**src/rtl/key_bounce_gen_pkg.sv**
```systemverilog
// ---------------------------------------------------------------------------
// key_pkg
//   Definitions shared by the key emulator (key_bounce_gen, lfsr16) and the
//   key_filter debounce block that consumes the emulated key line.
//   - key_state_t   : FSM state encoding of the emulator
//   - CNT_W         : width of the phase / debounce counters
//   - LFSR_POLY     : Galois feedback mask of the 16-bit bounce generator
//   - KEY_RELEASED / KEY_PRESSED : levels of the active-low key line
// ---------------------------------------------------------------------------
package key_pkg;

    localparam int          CNT_W             = 20;
    localparam logic [15:0] LFSR_POLY         = 16'hB400;
    localparam logic [15:0] LFSR_DEFAULT_SEED = 16'hACE1;
    localparam logic        KEY_RELEASED      = 1'b1;
    localparam logic        KEY_PRESSED       = 1'b0;

    typedef enum logic [1:0] {
        IDLE    = 2'd0,
        PRESS_B = 2'd1,
        HOLD    = 2'd2,
        REL_B   = 2'd3
    } key_state_t;

    // An all-zero state would lock a Galois LFSR at zero forever.
    function automatic logic [15:0] lfsr_safe_seed(input logic [15:0] seed);
        return (seed == 16'h0000) ? LFSR_DEFAULT_SEED : seed;
    endfunction

    // One right shift of the Galois LFSR; the bit shifted out selects the mask.
    function automatic logic [15:0] lfsr_step(input logic [15:0] cur);
        return (cur >> 1) ^ (cur[0] ? LFSR_POLY : 16'h0000);
    endfunction

endpackage

```
**src/rtl/key_bounce_gen_lfsr16.sv**
```systemverilog
// ---------------------------------------------------------------------------
// lfsr16
//   Free-running 16-bit Galois LFSR (x^16+x^14+x^13+x^11, right shift).
//   Advances on every rising edge once reset is released.
//   Ports:
//     sys_clk    in   system clock
//     sys_rst_n  in   asynchronous, active-low reset
//     seed       in   reset value (zero is replaced by 16'hACE1)
//     q          out  current LFSR state
// ---------------------------------------------------------------------------
module lfsr16
    import key_pkg::*;
(
    input  logic        sys_clk,
    input  logic        sys_rst_n,
    input  logic [15:0] seed,
    output logic [15:0] q
);

    logic [15:0] lfsr_q;
    logic [15:0] lfsr_d;

    always_comb begin
        lfsr_d = lfsr_step(lfsr_q);
    end

    always_ff @(posedge sys_clk or negedge sys_rst_n) begin
        if (!sys_rst_n) begin
            lfsr_q <= lfsr_safe_seed(seed);
        end else begin
            lfsr_q <= lfsr_d;
        end
    end

    assign q = lfsr_q;

endmodule

```
**src/rtl/key_bounce_gen.sv**
```systemverilog
// ---------------------------------------------------------------------------
// key_bounce_gen
//   Mechanical key emulator driving an active-low raw key line. A press
//   request plays one sequence: pseudo-random bounce on press, stable low
//   hold, pseudo-random bounce on release, then back to released.
//   Parameters:
//     BOUNCE_LEN  cycles of bounce per bounce phase (0 skips both)
//     HOLD_LEN    cycles of stable low (must be >= 1)
//     LFSR_SEED   reset value of the bounce generator
//   Ports:
//     sys_clk     in   system clock
//     sys_rst_n   in   asynchronous, active-low reset
//     press_req   in   start one press/release sequence (ignored when busy)
//     abort       in   drop the running sequence, no done pulse
//     key_out     out  emulated key line, 1 = released, 0 = pressed
//     busy        out  sequence in progress
//     done        out  one-cycle pulse on normal completion
// ---------------------------------------------------------------------------
module key_bounce_gen
    import key_pkg::*;
#(
    parameter logic [CNT_W-1:0] BOUNCE_LEN = 20'd50,
    parameter logic [CNT_W-1:0] HOLD_LEN   = 20'd100,
    parameter logic [15:0]      LFSR_SEED  = 16'hACE1
)(
    input  logic sys_clk,
    input  logic sys_rst_n,
    input  logic press_req,
    input  logic abort,
    output logic key_out,
    output logic busy,
    output logic done
);

    key_state_t       state_q, state_d;
    logic [CNT_W-1:0] cnt_q, cnt_d;
    logic             key_out_q, key_out_d;
    logic             busy_q, busy_d;
    logic             done_q, done_d;

    logic [15:0] lfsr_val;
    // Only bit 0 feeds the key line; the rest stays visible for debug.
    logic [14:0] lfsr_unused;

    assign lfsr_unused = lfsr_val[15:1];

    lfsr16 u_lfsr (
        .sys_clk   (sys_clk),
        .sys_rst_n (sys_rst_n),
        .seed      (LFSR_SEED),
        .q         (lfsr_val)
    );

    // Every phase exits on cnt == 0 and the next phase reloads the counter,
    // so the counter is never decremented past zero.
    always_comb begin
        state_d   = state_q;
        cnt_d     = cnt_q;
        key_out_d = key_out_q;
        busy_d    = busy_q;
        done_d    = 1'b0;

        if (abort && (state_q != IDLE)) begin
            state_d   = IDLE;
            cnt_d     = '0;
            key_out_d = KEY_RELEASED;
            busy_d    = 1'b0;
        end else begin
            case (state_q)
                IDLE: begin
                    key_out_d = KEY_RELEASED;
                    busy_d    = 1'b0;
                    if (press_req) begin
                        busy_d = 1'b1;
                        if (BOUNCE_LEN != '0) begin
                            state_d   = PRESS_B;
                            cnt_d     = BOUNCE_LEN - 1'b1;
                            key_out_d = lfsr_val[0];
                        end else begin
                            state_d   = HOLD;
                            cnt_d     = HOLD_LEN - 1'b1;
                            key_out_d = KEY_PRESSED;
                        end
                    end
                end
                PRESS_B: begin
                    if (cnt_q == '0) begin
                        state_d   = HOLD;
                        cnt_d     = HOLD_LEN - 1'b1;
                        key_out_d = KEY_PRESSED;
                    end else begin
                        cnt_d     = cnt_q - 1'b1;
                        key_out_d = lfsr_val[0];
                    end
                end
                HOLD: begin
                    key_out_d = KEY_PRESSED;
                    if (cnt_q == '0) begin
                        if (BOUNCE_LEN != '0) begin
                            state_d   = REL_B;
                            cnt_d     = BOUNCE_LEN - 1'b1;
                            key_out_d = lfsr_val[0];
                        end else begin
                            state_d   = IDLE;
                            cnt_d     = '0;
                            key_out_d = KEY_RELEASED;
                            busy_d    = 1'b0;
                            done_d    = 1'b1;
                        end
                    end else begin
                        cnt_d = cnt_q - 1'b1;
                    end
                end
                REL_B: begin
                    if (cnt_q == '0) begin
                        state_d   = IDLE;
                        cnt_d     = '0;
                        key_out_d = KEY_RELEASED;
                        busy_d    = 1'b0;
                        done_d    = 1'b1;
                    end else begin
                        cnt_d     = cnt_q - 1'b1;
                        key_out_d = lfsr_val[0];
                    end
                end
                default: begin
                    state_d   = IDLE;
                    cnt_d     = '0;
                    key_out_d = KEY_RELEASED;
                    busy_d    = 1'b0;
                end
            endcase
        end
    end

    always_ff @(posedge sys_clk or negedge sys_rst_n) begin
        if (!sys_rst_n) begin
            state_q   <= IDLE;
            cnt_q     <= '0;
            key_out_q <= KEY_RELEASED;
            busy_q    <= 1'b0;
            done_q    <= 1'b0;
        end else begin
            state_q   <= state_d;
            cnt_q     <= cnt_d;
            key_out_q <= key_out_d;
            busy_q    <= busy_d;
            done_q    <= done_d;
        end
    end

    assign key_out = key_out_q;
    assign busy    = busy_q;
    assign done    = done_q;

endmodule

```
**config.mk**
```make
export PLATFORM = sky130hd
export DESIGN_NAME = key_bounce_gen
export DESIGN_NICKNAME = d
export VERILOG_FILES = /design/src/rtl/key_bounce_gen_pkg.sv /design/src/rtl/key_bounce_gen_lfsr16.sv /design/src/rtl/key_bounce_gen.sv
export SDC_FILE = /design/constraint.sdc
export NUM_CORES = 1
export LEC_CHECK = 0
export ABC_CLOCK_PERIOD_IN_PS = 1800
export CORE_UTILIZATION = 45
export CTS_CLUSTER_DIAMETER = 120
export CTS_CLUSTER_SIZE = 14
export DETAILED_ROUTE_END_ITERATION = 12
export MAX_ROUTING_LAYER = met4
export PLACE_DENSITY_LB_ADDON = 0.3
export SYNTH_ARGS = -nofsm -noshare
export SYNTH_HDL_FRONTEND = slang
export SYNTH_SLANG_ARGS = --single-unit
```
**constraint.sdc**
```tcl
create_clock -name sys_clk -period 1.8 [get_ports sys_clk]
set_input_delay 0.36 -clock sys_clk [delete_from_list [all_inputs] [get_ports sys_clk]]
set_output_delay 0.36 -clock sys_clk [all_outputs]
set_load 0.03 [all_outputs]
```
==> impl_metrics.yaml <==
worst_setup_path:
  path_class: "flop to flop"
  cp-start-kind: "flop"
  crit_fanout: 6
  crit_slowest_cell: "or4_4"
  cp_cell_sequence: "or4_4 > nor3_4 > buf_6 > nand3b_4 > a211oi_2 > nor3_2"
  crit_path_end_kind: "flop"
  crit_arrival_ps: 2080
  required_ps: 1970
  cpPeakStageDelay_ps: 590
power_and_ir_drop:
  vdd_drop_max_mv: 1.03
  p_leak_nw: 1.21
  power_density_nw_per_um2: 2080
  p_total_mw: 5.59
cts:
  clk_path_buf_depth: 2
  path_clk_slew_ps: 90
  cts-buffers-inserted: 5
  worstSkewPairLatency_ps: 300
  htreeDepth: 2
  cts-root-buf: "clkbuf_8"
  cts.sinks: 41
  ctsHoldBuffers: 0
  cts_tree: "done"
detailed_routing:
  avgViaCountPerCell: 5.53
  wl_per_cell_microns: 17.1
  via_count: 1571
  ant_nets: 0
  drtIter0Drc: 104
  drtPass1Iterations: 5
  routed_wl_mm: 4.86
  drc: 0
layout:
  final_area_sq_um: 2690
  nNetsFinal: 243
  syn_to_final_growth_pct: 37.8
  post-route-util_pct: 65.8
  drive_gt1_share_pct: 44.9
  antenna_cells: 0
  fillCellCount: 319
logic_synthesis:
  synth_cell_types: 43
  ys_seq_area_share_pct: 53.1
  yosysTopAreaCell: "dfrtp_1"
  synthArstFlopShare_pct: 100
  yosys.area.top_type_share_pct: 41.0
  synth_area_sq_um: 1950
  synth_common_cells: "32 x dfrtp_1, 25 x nor2_1, 14 x xor2_1"
  synth_flop_cell: "dfrtp_1"
  ys_seq_elements: 41
  synth_edf_count: 0
  netlist_instances: 185
  syn-num-nets: 195
  synth-warning-count: 0
  synth.area.top_cells: "dfrtp_1 41%, dfstp_2 12%, xor2_1 6.3%"
  yosysMostFrequentCell: "dfrtp_1"
  syn_avg_cell_area_sq_um: 10.6
sta:
  hold_viol: 0
  worst_clock_skew_ps: 14.3
  setup_viol: 20
  tns_ps: -1280
  tightest_slew_ps: 514
  rsz0062_at_grt: "true"
  slew_violations: 0
  final.setup.worst_slack_ps: -103
  period_minus_slack_ps: 1900
  slew_headroom_pct: 65.8
  fmax_mhz: 525
  fin_crit_sh_pct: 106
global_routing:
  antenna_found_initial: 0
  grt.overflow.total: 0
  grt_pass1_wl_mm: 6.96
  grt_max_degree: 42
  grt_pass1_vias: 1497
  grt_usage_pct: 21.8
place:
  dp_slack_ps: -218
  numPortBuffers: 6
  placed_cell_area_sq_um: 2280
  routabilityCongestion: 0.863
  dp_hpwl_mm: 2.89
run_status:
  violations: "setup timing"
  outcome: "finished, violations left"
die:
  ioPinCount: 7
  rows: 23
  die_x_microns: 67.9
  die-area_sq_um: 4600
  core_sq_um: 4090
  start_util_pct: 47.8
  die_y_microns: 67.9
min_path:
  hold_class: "primary input to async pin"
job:
  max-cap-violations: 0
==> worst max-delay path: cells and delay by family, from the launching register on <==
kind	cells	cell delay (ps)
compound gates	1	260
flops	1	390
simple gates	4	990
buf+inv	1	130
==> layer usage <==
metal  part of all wire [%]  routed length [microns]  GRT usage (%)  up-vias
li1                       -                        -              -      732
met1                     43                     2070           26.7      806
met4                    1.2                       57           10.2        0
met2                     53                     2590           35.0       27
met3                    2.9                      142           3.83        6
met5                      0                        0              -        -
==> stage by stage <==
step | cells | hold slack [ps]
floorplan | 185 | 64.4
global placement | 267 | 335
detailed placement | 267 | 338
CTS | 279 | 129
global route | 284 | 158
finish | 284 | 103
==> cell type report <==
class	instances	area [sq um]	share of cell area, %
clock buffers	5	68.8	2.56
clock inverters	3	46.3	1.72
inverters	7	26.3	0.977
multi-input cells	132	1070	39.9
flip-flops and latches	41	1040	38.6
well taps	50	62.6	2.33
repair buffers	46	377	14.0
==> state kept, by name (all words and copies together), names as in the netlist <==
name,count
busy,1
done,1
cnt_q,20
key_out,1
u_lfsr.q,16
state_q,2
==> kinds of logic after synthesis <==
| logic type | Yosys count | synth area share, % |
|---|---|---|
| simple gates | 77 | 21.5 |
| flops | 41 | 53.1 |
| compound gates | 31 | 10.6 |
| xor+xnor | 16 | 7.18 |
| buf+inv | 13 | 3.14 |
| fa+ha+maj | 6 | 3.85 |
| mux | 1 | 0.513 |
==> where the power goes <==
group,switching (mW),internal (mW)
Combinational,1.93,1.66
Sequential,0.132,1.12
Clock,0.331,0.415
Total,2.39,3.19
==> final timing paths <==
check                       startpoint            to  slack (ps)  cells past startpoint
min                          sys_rst_n      cnt_q[3]         100                      2
min reg2reg                u_lfsr.q[2]   u_lfsr.q[1]         350                      0
max reg2reg                   cnt_q[7]    state_q[0]        -100                      6
max                           cnt_q[7]    state_q[0]        -100                      6
max in group asynchronous    sys_rst_n  u_lfsr.q[15]        1310                      2
min in group sys_clk       u_lfsr.q[2]   u_lfsr.q[1]         350                      0
==> timing repair <==
| action | CTS | global route |
|---|---|---|
| cloned | 0 | 1 |
| endpoints found under the hold margin | 0 | 0 |
| buffers inserted | 4 | 4 |
| setup endpoints to repair | 25 | 24 |
| gates resized for setup | 35 | 20 |
| pin swaps | 18 | 8 |
==> cells in the final DEF (no fill, tap or decap), types with 5 or more instances in the layout <==
| cell type | n |
|---|---|
| o21ai_0 | 5 |
| inv_1 | 5 |
| nand3_1 | 8 |
| buf_6 | 6 |
| clkbuf_8 | 5 |
| nor3_1 | 5 |
| dfstp_2 | 9 |
| dfrtp_1 | 32 |
| nor2_2 | 11 |
| xor2_1 | 14 |
| nor2_1 | 13 |
| a21oi_2 | 5 |
| buf_4 | 34 |
| nand2_1 | 11 |
No activity file was read; power rests on OpenSTA's default activity.
